<file path="config.mk">
export PLATFORM = sky130hd
export DESIGN_NAME = uart_tx_scheduler
export DESIGN_NICKNAME = d
export VERILOG_FILES = /design/src/rtl/uart_tx_scheduler.sv
export SDC_FILE = /design/constraint.sdc
export NUM_CORES = 1
export LEC_CHECK = 0
export ABC_AREA = 1
export CORE_ASPECT_RATIO = 0.8
export CORE_MARGIN = 1
export CORE_UTILIZATION = 40
export CTS_CLUSTER_SIZE = 14
export DETAILED_ROUTE_END_ITERATION = 7
export HOLD_SLACK_MARGIN = 0.02
export PLACE_DENSITY_LB_ADDON = 0.3
export SETUP_SLACK_MARGIN = 0.1
export SKIP_CTS_REPAIR_TIMING = 1
export SLEW_MARGIN = 0
export SYNTH_ARGS = -nofsm -noshare
export SYNTH_HDL_FRONTEND = slang
export SYNTH_SLANG_ARGS = --single-unit
</file>
<file path="constraint.sdc">
create_clock -name clk -period 2.45 [get_ports clk]
set_clock_uncertainty 0.2 [all_clocks]
set_input_delay 0.3675 -clock clk [delete_from_list [all_inputs] [get_ports clk]]
set_output_delay 0.3675 -clock clk [all_outputs]
set_load 0.02 [all_outputs]
</file>
<file path="src/rtl/uart_tx_scheduler.sv">
// Round-robin scheduler that lets NUM_REQ requesters share one UART TX line.
// Each frame is a start bit, DATA_WIDTH bits LSB first and a stop bit, paced by i_Tx_ClkTick rising edges.

module uart_tx_scheduler #(
  parameter int NUM_REQ    = 4,
  parameter int DATA_WIDTH = 8
) (
  input  logic                          clk,
  input  logic                          reset_n,
  input  logic                          i_Tx_ClkTick,
  input  logic [NUM_REQ-1:0]            i_req,
  input  logic [NUM_REQ*DATA_WIDTH-1:0] i_data,
  output logic [NUM_REQ-1:0]            o_grant,
  output logic [$clog2(NUM_REQ)-1:0]    o_active_id,
  output logic                          o_busy,
  output logic                          o_done,
  output logic                          o_tx_serial
);

  localparam int ID_W  = $clog2(NUM_REQ);
  localparam int CNT_W = $clog2(DATA_WIDTH + 1);

  typedef enum logic [2:0] {IDLE, WAIT, START, DATA, STOP} state_e;

  state_e                state_q, state_d;
  logic                  tick_q, tick_d, tick_rise;
  logic                  line_q, line_d;
  logic [NUM_REQ-1:0]    grant_q, grant_d;
  logic                  busy_q, busy_d;
  logic                  done_q, done_d;
  logic [ID_W-1:0]       active_id_q, active_id_d;
  logic [ID_W-1:0]       rr_ptr_q, rr_ptr_d;
  logic [DATA_WIDTH-1:0] data_q, data_d;
  logic [CNT_W-1:0]      bit_cnt_q, bit_cnt_d;

  logic [DATA_WIDTH-1:0] req_data [NUM_REQ];
  logic                  pick_found;
  logic [ID_W-1:0]       pick_idx;
  logic [ID_W-1:0]       cand;

  assign tick_d    = i_Tx_ClkTick;
  assign tick_rise = i_Tx_ClkTick & ~tick_q;

  for (genvar k = 0; k < NUM_REQ; k++) begin : g_slice
    assign req_data[k] = i_data[k*DATA_WIDTH +: DATA_WIDTH];
  end

  // Walk the requesters once, starting just after the last winner.
  always_comb begin
    pick_found = 1'b0;
    pick_idx   = '0;
    cand       = rr_ptr_q;
    for (int i = 0; i < NUM_REQ; i++) begin
      if (!pick_found && i_req[cand]) begin
        pick_found = 1'b1;
        pick_idx   = cand;
      end
      cand = (cand == ID_W'(NUM_REQ - 1)) ? '0 : cand + ID_W'(1);
    end
  end

  always_comb begin
    // NOTE: every next-state value defaults to hold (or to 0 for pulses) so no path infers a latch.
    state_d     = state_q;
    line_d      = line_q;
    grant_d     = '0;
    busy_d      = busy_q;
    done_d      = 1'b0;
    active_id_d = active_id_q;
    rr_ptr_d    = rr_ptr_q;
    data_d      = data_q;
    bit_cnt_d   = bit_cnt_q;

    case (state_q)
      IDLE: begin
        line_d = 1'b1;
        if (pick_found) begin
          grant_d[pick_idx] = 1'b1;
          data_d            = req_data[pick_idx];
          active_id_d       = pick_idx;
          rr_ptr_d          = (pick_idx == ID_W'(NUM_REQ - 1)) ? '0 : pick_idx + ID_W'(1);
          busy_d            = 1'b1;
          state_d           = WAIT;
        end
      end
      WAIT: begin
        // A rising tick seen while the grant pulse is still out is too early to start a bit.
        if (tick_rise && !grant_q) begin
          line_d  = 1'b0;
          state_d = START;
        end
      end
      START: begin
        if (tick_rise) begin
          line_d    = data_q[0];
          data_d    = data_q >> 1;
          bit_cnt_d = '0;
          state_d   = DATA;
        end
      end
      DATA: begin
        if (tick_rise) begin
          if (bit_cnt_q == CNT_W'(DATA_WIDTH - 1)) begin
            line_d  = 1'b1;
            state_d = STOP;
          end else begin
            line_d    = data_q[0];
            data_d    = data_q >> 1;
            bit_cnt_d = bit_cnt_q + CNT_W'(1);
          end
        end
      end
      STOP: begin
        if (tick_rise) begin
          done_d  = 1'b1;
          busy_d  = 1'b0;
          state_d = IDLE;
        end
      end
      default: begin
        line_d  = 1'b1;
        busy_d  = 1'b0;
        state_d = IDLE;
      end
    endcase
  end

  // NOTE: state uses non-blocking assignments so every flop samples the pre-edge values.
  always_ff @(posedge clk or negedge reset_n) begin
    if (!reset_n) begin
      state_q     <= IDLE;
      tick_q      <= 1'b0;
      line_q      <= 1'b1;
      grant_q     <= '0;
      busy_q      <= 1'b0;
      done_q      <= 1'b0;
      active_id_q <= '0;
      rr_ptr_q    <= '0;
      // NOTE: the payload register is a plain flop bank, so it is reset along with the control state.
      data_q      <= '0;
      bit_cnt_q   <= '0;
    end else begin
      state_q     <= state_d;
      tick_q      <= tick_d;
      line_q      <= line_d;
      grant_q     <= grant_d;
      busy_q      <= busy_d;
      done_q      <= done_d;
      active_id_q <= active_id_d;
      rr_ptr_q    <= rr_ptr_d;
      data_q      <= data_d;
      bit_cnt_q   <= bit_cnt_d;
    end
  end

  assign o_grant     = grant_q;
  assign o_active_id = active_id_q;
  assign o_busy      = busy_q;
  assign o_done      = done_q;
  assign o_tx_serial = line_q;

endmodule

</file>
# Word-level counts from Yosys, hierarchy flattened
# Index checks and enable logic that the tools add are counted.
# op_classes
n_addsub	5
order_cmp	7
eq_ne	16
mux	53
n_bitwise	5
reduce_logical	19
# op_table
op	count
two-way mux 8 bit	6
one-hot mux 8 bit (3 select lines)	1
two-way mux 4 bit	5
two-way mux 3 bit	6
two-way mux 1 bit	17
binary-select mux 8 bit (select 2 bit)	1
two-way mux 2 bit	8
< comparator 2 x 3 -> 1 bit (second input constant)	5
one-hot mux 3 bit (5 select lines)	1
!= test 2 bit (second input constant)	7
adder 2 x 1 -> 2 bit (second input constant)	4
binary-select mux 1 bit (select 2 bit)	4
equality test 2 bit (second input constant)	4
one-hot mux 4 bit (2 select lines)	1
AND reduction 4 bit	2
equality test 3 x 2 -> 1 bit (second input constant)	2
AND reduction 6 bit	1
logical AND 1 bit	5
AND reduction 5 bit	1
adder 4 x 1 -> 4 bit (second input constant)	1
equality test 4 x 3 -> 1 bit (second input constant)	1
logical NOT 4 bit	1
one-hot mux 1 bit (4 select lines)	1
equality test 3 x 1 -> 1 bit (second input constant)	1
other kinds (15)	19
# word_totals
ff_bits	27
in_bits	39
output_inout_bits	9
word_cells	115

# Logic depth before layout (Yosys ltp)
# Gate-level depths: netlist of the first run.
# logic_depth
depth_word	18
depth_mapped	17
depth_no_buf	16

# Worst setup path before layout of the first run
# OpenSTA, ideal clock, no wires.
# synth_path
kind	flip-flop to flip-flop
startpoint	reg rr_ptr_q[1]
endpoint	reg rr_ptr_q[1]
setup_ps	123
t_arrival_ps	1903
required_ps	2127
slack_ps	224
path_stages_with_launch	14
path_buffers	0
cell_sequence	dfrtp_1 -> ha_1 -> inv_2 -> nand2_2 -> nand2_1 -> nand2_1 -> nand2_1 -> nand3_2 -> clkinv_2 -> nand2_2 -> nand2_1 -> ha_1 -> nand2_1 -> o21ai_1
# synth_via
elab_chain_len	14
word_cells_on_any_way	35
# synth_rtl
item	line_no	source
start: declaration	32	logic [ID_W-1:0] rr_ptr_q, rr_ptr_d;
start signal: assignment	150	rr_ptr_q <= rr_ptr_d;
branches (longest 11 deep; another with adder 2 x 1 -> 2 bit)	n/a	
two-way mux 2 bit *	54	if (!pick_found && i_req[cand]) begin
via pick_idx[0]	38	logic [ID_W-1:0] pick_idx;
adder 2 x 1 -> 2 bit / equality test 2 bit (equally long branches)	81	rr_ptr_d = (pick_idx == ID_W'(NUM_REQ - 1)) ? '0 : pick_idx + ID_W'(1);
two-way mux 2 bit *	81	
# Mark *: on every way through the listed nets, which the timed path passes. The select of a mux whose other input is x is not followed.
# A chain may end at the register's enable or synchronous reset.

# Final worst setup path of the first run
# Ends and elaborated chain as after synthesis.

==> results of run 1 <==
cell families after synthesis:
group / synth area share
xor+xnor: 0.00813
fa+ha+maj: 0.0348
compound gates: 0.0569
buf+inv: 0.143
flops: 0.314
simple gates: 0.443
how the worst min path moves through the flow:
| stage | start | to | slack, ps | cells past startpoint |
|---|---|---|---|---|
| after CTS | reset_n | rr_ptr_q[0] | 270 | 2 |
| after global placement | data_q[5] | data_q[5] | 270 | 2 |
| after detailed placement | data_q[5] | data_q[5] | 270 | 2 |
| after floorplan | reset_n | bit_cnt_q[0] | -130 | 0 |
| final | reset_n | rr_ptr_q[0] | 250 | 2 |
| after global routing | reset_n | o_busy | 290 | 2 |
final cells by class:
cell class / count / share of cell area
well taps: 62 / 0.0253
repair buffers: 68 / 0.224
inverters: 59 / 0.0780
flip-flops and latches: 27 / 0.221
clock inverters: 1 / 0.00245
multi-input cells: 216 / 0.435
clock buffers: 3 / 0.0135
metrics by stage:
stage | worst slack [ps] | cells | util | hold WS [ps]
floorplan | 224 | 310 | - | -128
global placement | -1.37 | 423 | 0.540 | 266
detailed placement | -45.6 | 423 | 0.540 | 266
CTS | 44.5 | 427 | 0.549 | 267
global route | -9.93 | 436 | 0.602 | 286
finish | 122 | 436 | 0.602 | 254
flip-flops by register name (all words and copies together), names as in the netlist, 2 cells and up:
name	cells
bit_cnt_q	4
data_q	8
o_active_id	2
o_grant	4
rr_ptr_q	2
state_q	3
synth_stat cells, types with 2 or more instances:
cell type	n	area, sq um
inv_1	52	195
buf_4	2	15.0
dfrtp_1	26	651
xor2_1	2	17.5
o21ai_0	5	25.0
buf_6	4	45.0
nand2_4	7	78.8
nand3_1	56	280
nor2_2	2	12.5
a21oi_1	5	25.0
nor3_1	2	10.0
nand2_1	61	229
inv_2	4	15.0
nor2_1	31	116
o21ai_1	3	15.0
nand3_2	7	70.1
o21ai_2	3	26.3
ha_1	6	75.1
nand2_2	19	119
layer usage:
metal,vias up,track usage,share of wire
met2,63,0.299,0.46
met3,10,0.0342,0.045
met1,962,0.254,0.48
met4,0,0.0216,0.013
li1,1101,-,-
met5,-,0,0
layout by cell type, fill, tap and decap left out, types with 2 or more instances in the layout:
cell,n
a21oi_1,5
buf_12,3
buf_4,14
buf_6,2
clkbuf_8,3
clkdlybuf4s50_1,47
dfrtp_1,25
ha_1,5
inv_1,52
inv_2,2
inv_6,3
nand2_1,52
nand2_2,21
nand2_4,11
nand2_8,3
nand3_1,49
nand3_2,12
nand3_4,2
nor2_1,30
nor2_2,3
nor3_1,2
o21ai_0,4
o21ai_1,2
o21ai_2,4
xor2_1,2
worst max-delay path: cells and delay by family, from the launching register on:
family / cells / cell delay, ps
flip-flops: 1 / 450
AND/OR/NAND/NOR: 7 / 730
buffers and inverters: 1 / 90
adder cells (fa/ha/maj): 2 / 620
AO/OA/AOI/OAI: 2 / 130
==> metrics, run 1 <==
status=complete, but fails checks; violated checks=design-rule violations; crit-path max FO=6; Longest Clk Path Bufs=2; FF-to-FF path depth=12; Clock Root Buffer=clkbuf_8; Startpoint Class=flip-flop; post-route DRC violation count=4; Reg clk slew, reported paths=90 ps; fill count=433; largest net degree at the start of global routing=28; RSZ-0062 raised after global routing=true; CTS H-tree depth=1; highest clock rate=430 MHz; dpl cell area=2750 sq um; Die Ht=67.6 um; FF+latch count, synth=27; Yosys warning count=0; Worst-Skew Late Latency=280 ps; min Tclk post-route=2330 ps; register area share after synthesis=0.314; register area=678 sq um; pins over their slew limit=0; Mapped Cells=310; Post-Route WL=5.43 mm; RePlAce Congestion=0.891; first-pass GRT wire length=8.29 mm; slowest stage cell, crit path=dfrtp_2; endpoint type of the worst setup path=flip-flop; Top FF cell, synth=dfrtp_1; EDFF count, synth=0; WL/cell=12.4 um; Synth async-reset ratio=1.00; Layout area overhead=42.3%; Setup-failing EPs final=0; Final #Nets=420; vias in the first global route=1891; Max Cap Viol=0; Worst Tran Pin Value=340 ps; GRT overflow=0; synthesized area=2150 sq um; TritonCTS buffer count=3; post-route ant nets=0; Fin Setup TNS=0 ps; share of layout cells above drive strength 1=0.249; Worst EP required=2420 ps; initial core utilization=0.423; Final Hold Viols=0; Worst R2R Start=rr_ptr_q[1]; CP Class=reg2reg; final worst-path cycle share=0.950; reg-to-reg endpoint=rr_ptr_q[1]; Initial DRC Count=143; initial antenna violation count=0; FP Rows=23; Synth cell types=32; CP peak stage delay=450 ps; CP Cell Sequence=ha_4 > inv_6 > nand3_1 > o21ai_2 > nor2_1 > nor2_2 > nand2_1 > nand2_2 > nand2_2 > ha_1 > nand2_1 > o21ai_1; IO Pins=48; die width=84.1 um; Num Clock Sinks=27; max_slew headroom=0.774; FF-to-FF setup slack=120 ps; DP Wirelength=3.83 mm; CP endpoint=rr_ptr_q[1]; Ant. Diodes=0; # port buffers=47; CTS tree=yes; syn_area_per_cell=6.95 sq um; Core Area=5090 sq um; Arr. time, crit path=2300 ps; Syn Nets=355; multi-input logic area=1330 sq um; vias per inst=4.90; die area=5690 sq um; global-route usage over all layers=0.181; Worst Setup SP=rr_ptr_q[1]; post-layout instance area=3070 sq um; via count=2136; min-delay worst type=in2async; drt pass-1 iters=6
Power of run 1 is not shown: default switching activity piles up to over one toggle a cycle in this logic, so the estimate is an artifact.
==> run 2: changes to the inputs <==
RECOVER_POWER = 50   (was unset)
clock period = 2.05 ns   (was 2.45 ns; I/O delays follow)
==> metrics, run 2 (synthesis gave the netlist of run 1 again) <==
FF-to-FF path depth=13 (+1); Worst Tran Pin Value=660 ps (+321 ps); max_slew headroom=0.560 (-0.214); largest net degree at the start of global routing=28 (unchanged); fill count=439 (+1.4%); FF-to-FF setup slack=-220 ps (-340 ps); die area=5690 sq um (unchanged); CP peak stage delay=480 ps (+30 ps); final worst-path cycle share=1.10 (+0.155); Worst EP required=2020 ps (-400 ps); post-route ant nets=0 (unchanged); GRT overflow=0 (unchanged); Layout area overhead=48.8%; Arr. time, crit path=2230 ps (-70 ps); via count=2146 (+0.47%); slowest stage cell, crit path=dfrtp_2; CTS H-tree depth=1 (unchanged); status=complete, but fails checks; CP Class=reg2reg; post-layout instance area=3210 sq um (+4.6%); Final Hold Viols=0 (unchanged); min-delay worst type=reg2reg; Reg clk slew, reported paths=100 ps (about the same); hold endpoint=data_q[4]; most flop-heavy register=data_q; first-pass GRT wire length=8.38 mm (+1.1%); die width=84.1 um (unchanged); reg-to-reg endpoint=data_q[1]; Worst R2R Start=rr_ptr_q[0]; register area=678 sq um (unchanged); Post-Route WL=5.25 mm (-3.3%); dpl cell area=2990 sq um (+8.7%); Die Ht=67.6 um (unchanged); endpoint type of the worst setup path=flip-flop; commonest non-fill, non-tap cell in the layout=inv_1; Setup-failing EPs final=20 (+20); TritonCTS buffer count=3 (unchanged); Startpoint Class=flip-flop; # port buffers=47 (unchanged); Num Clock Sinks=27 (unchanged); Min-Delay Path Depth=2; vias per inst=4.81 (-1.8%); DP Wirelength=4.03 mm (+5.1%); WL/cell=11.8 um (-5.5%); Fin Setup TNS=-2970 ps (-2970 ps); Max Cap Viol=0 (unchanged); min-delay src=data_q[4]; GRT busiest layer=met2; drt pass-1 iters=7 (+1); initial antenna violation count=0 (unchanged); CTS tree=yes; max reg flops=8 (unchanged); crit-path max FO=7 (+1); highest clock rate=441 MHz (+2.8%); Worst-Skew Late Latency=270 ps (about the same); Initial DRC Count=149 (+4.2%); Longest Clk Path Bufs=2 (unchanged); RePlAce Congestion=0.869 (-2.5%); met2 global-route usage=0.307 (+0.00820); Core Area=5090 sq um (unchanged); FP Rows=23 (unchanged); CP Cell Sequence=ha_4 > inv_6 > nand2_4 > nand2_4 > nor2_8 > nand3_4 > nand3_1 > nand2_4 > buf_6 > nand3_1 > nand3_1 > nand2_1 > nand2_1; routing usage on met3=0.0342 (unchanged); IO Pins=48 (unchanged); RSZ-0062 raised after global routing=true; PnR worst setup slack=-215 ps (-337 ps); post-route DRC violation count=6 (+2); Final #Nets=430 (+2.4%); Ant. Diodes=0 (unchanged); vias in the first global route=1876 (-0.79%); initial core utilization=0.423 (unchanged); most frequent cells in the layout=52 x inv_1, 51 x nand2_1, 50 x nand3_1; Worst Setup SP=rr_ptr_q[0]; multi-input logic area=1350 sq um (+0.94%); min Tclk post-route=2270 ps (-63.1 ps); global-route usage over all layers=0.188 (+0.00698); violated checks=design-rule violations, negative setup slack; grt met1 use=0.262 (+0.00794); Clock Root Buffer=clkbuf_8; share of layout cells above drive strength 1=0.276 (+0.0274); pins over their slew limit=0 (unchanged)
[run 2: changes by cell type in the layout (fill, tap and decap cells not counted), sizes merged]
cell,change
buf,+9
dlygate4sd3,+2
clkinv,+1
clkbuf,+1
inv,-1
clkdlybuf4s50,-2
[run 2: critical path, delay by kind of cell, from the launching register on]
family | cells | cell delay, ps
adders and majority gates | 1 | 340
and+or+nand+nor | 10 | 940
DFF | 1 | 480
buffers and inverters | 2 | 200
[run 2: worst max path at each step]
stage,end,slack (ps),cells past startpoint
3_3_place_gp,data_q[1],-310,15
2_1_floorplan,o_grant[0],-6,14
6_report,data_q[1],-220,13
3_5_place_dp,data_q[4],-340,15
5_1_grt,data_q[2],-320,15
4_1_cts,data_q[4],-250,14
[run 2: metrics by stage]
stage / worst slack (ps) / instances / util / hold WS [ps]
finish: -215 / 446 / 0.629 / 289
global route: -318 / 446 / 0.629 / 312
floorplan: -6.44 / 310 / - / -188
detailed placement: -343 / 439 / 0.587 / 270
global placement: -308 / 439 / 0.587 / 264
CTS: -254 / 443 / 0.597 / 200
[run 2: area by class of cell]
class | instances | share of cell area
clock buffer | 3 | 0.0129
clock inverter | 1 | 0.00234
inverter | 59 | 0.0769
multi-input combinational | 216 | 0.420
sequential | 27 | 0.212
tap | 62 | 0.0242
timing repair buffer | 78 | 0.252
[run 2: routing by layer]
metal | up-vias | wire length [um] | share of wire
met1 | 985 | 2540 | 0.48
met2 | 41 | 2490 | 0.47
met5 | - | 0 | 0
met4 | 0 | 29 | 0.0055
met3 | 2 | 187 | 0.036
li1 | 1118 | - | -
Power of run 2 is left out for the same reason.
==> run 3: changes to the inputs <==
CAP_MARGIN = 20   (was unset)
CORE_UTILIZATION = 34   (was 40)
DONT_BUFFER_PORTS = 1   (was unset)
==> metrics, run 3 (synthesis gave the netlist of run 1 again) <==
CTS tree=yes; most frequent CP cell=nand2_1; most flop-heavy register=data_q; Die Ht=73.2 um (+8.2%); Clock Root Buffer=clkbuf_8; Final Hold Viols=0 (unchanged); max_slew headroom=0.218 (-0.341); post-route DRC violation count=0 (-6); # port buffers=0 (-100%); post-route ant nets=0 (unchanged); first-pass GRT wire length=8.77 mm (+4.7%); Setup-failing EPs final=20 (unchanged); CP peak stage delay=450 ps (-30 ps); Fin Setup TNS=-2860 ps (+107 ps); Layout area overhead=40.1%; GRT overflow=0 (unchanged); slowest stage cell, crit path=dfrtp_2; worst slack, placed=-195 ps (+148 ps); final worst-path cycle share=1.11 (+0.00827); fill count=588 (+34%); Min-Delay Path Depth=4 (+2); Post-Route WL=5.69 mm (+8.4%); initial core utilization=0.359 (-0.0642); TritonCTS buffer count=3 (unchanged); FF-to-FF path depth=12 (-1); Worst EP required=2020 ps (about the same); Final #Nets=388 (-9.8%); commonest non-fill, non-tap cell in the layout=inv_1; Max Cap Viol=0 (unchanged); largest net degree at the start of global routing=28 (unchanged); Startpoint Class=flip-flop; Arr. time, crit path=2250 ps (+20 ps); reg-to-reg endpoint=data_q[0]; hold endpoint=data_q[7]; vias in the first global route=1840 (-1.9%); IO Pins=48 (unchanged); global-route usage over all layers=0.163 (-0.0249); status=complete, but fails checks; Worst Tran Pin Value=1170 ps (+510 ps); CTS H-tree depth=1 (unchanged); violated checks=negative setup slack; min Tclk post-route=2280 ps (+16.9 ps); FF-to-FF setup slack=-230 ps (-20 ps); DP Wirelength=4.01 mm (-0.38%); vias per inst=4.91 (+2.1%); CP Class=reg2reg; drt pass-1 iters=4 (-3); Num Clock Sinks=27 (unchanged); RSZ-0062 raised after global routing=true; most frequent cells in the layout=51 x inv_1, 48 x nand2_1, 30 x nand3_1; WL/cell=13.4 um (+14%); RePlAce Congestion=0.932 (+7.2%); Ant. Diodes=0 (unchanged); highest clock rate=438 MHz (-0.74%); initial antenna violation count=0 (unchanged); CP Cell Sequence=ha_4 > buf_4 > nand2_1 > o21ai_2 > nand3_4 > nand3_4 > buf_12 > nand3_2 > nand3_2 > nand3_1 > nand2_1 > nand2_1; Initial DRC Count=104 (-30%); Core Area=6010 sq um (+18%); FP Rows=25 (+8.7%); Longest Clk Path Bufs=2 (unchanged); Reg clk slew, reported paths=90 ps (about the same); pins over their slew limit=0 (unchanged); PnR worst setup slack=-232 ps (-16.9 ps); Worst R2R Start=rr_ptr_q[0]; die width=91 um (+8.3%); via count=2079 (-3.1%); die area=6660 sq um (+17%); crit-path max FO=7 (unchanged); share of layout cells above drive strength 1=0.398 (+0.122); min-delay worst type=in2reg; Worst-Skew Late Latency=280 ps (about the same); endpoint type of the worst setup path=flip-flop; max reg flops=8 (unchanged); min-delay src=i_data[23]
[run 3: cell types whose count changed in the layout (fill, tap and decap cells not counted), sizes merged]
cell           before  now
clkdlybuf4s50      45    0
buf                29   30
inv                57   56
nand2              87   88
clkinvlp            1    2
dlymetal6s2s        0    1
[run 3: stage by stage]
stage	util	hold WS, ps	cells	cell area [sq um]
detailed placement	0.422	-187	410	2540
finish	0.503	86.3	423	3020
floorplan	-	-188	310	2240
global route	0.503	102	423	3020
CTS	0.430	-494	414	2580
global placement	0.422	-187	410	2540
[run 3: layer usage]
metal | share of wire | track usage | wire length (um) | up-vias
met5 | 0 | 0 | 0 | -
met4 | 0.020 | 0.0423 | 114 | 0
met3 | 0.043 | 0.0333 | 246 | 13
met2 | 0.45 | 0.234 | 2550 | 73
met1 | 0.49 | 0.246 | 2770 | 953
li1 | - | - | - | 1040
[run 3: worst max-delay path by stage]
| stage | start | endpoint | cells after the start |
|---|---|---|---|
| after CTS | rr_ptr_q[0] | data_q[0] | 15 |
| after global routing | rr_ptr_q[0] | data_q[0] | 12 |
| after floorplan | rr_ptr_q[1] | o_grant[0] | 14 |
| after global placement | rr_ptr_q[1] | data_q[0] | 11 |
| final | rr_ptr_q[0] | data_q[0] | 12 |
| after detailed placement | rr_ptr_q[0] | data_q[0] | 15 |
[run 3: area by class of cell]
type | instances | area [sq um] | share of cell area
Timing Repair Buffer | 35 | 412 | 0.136
Sequential cell | 27 | 678 | 0.225
Inverter | 59 | 255 | 0.0846
Clock inverter | 1 | 7.51 | 0.00249
Clock buffer | 3 | 41.3 | 0.0137
Multi-Input combinational cell | 217 | 1520 | 0.505
Tap cell | 81 | 101 | 0.0336
[run 3: critical path: cells and delay by family (launching register included)]
kind / cells / cell delay [ps]
AOI/OAI and AO/OA: 1 / 100
adders and majority gates: 1 / 320
DFF: 1 / 450
and+or+nand+nor: 8 / 790
buffers and inverters: 2 / 290
Power of run 3 is left out for the same reason.
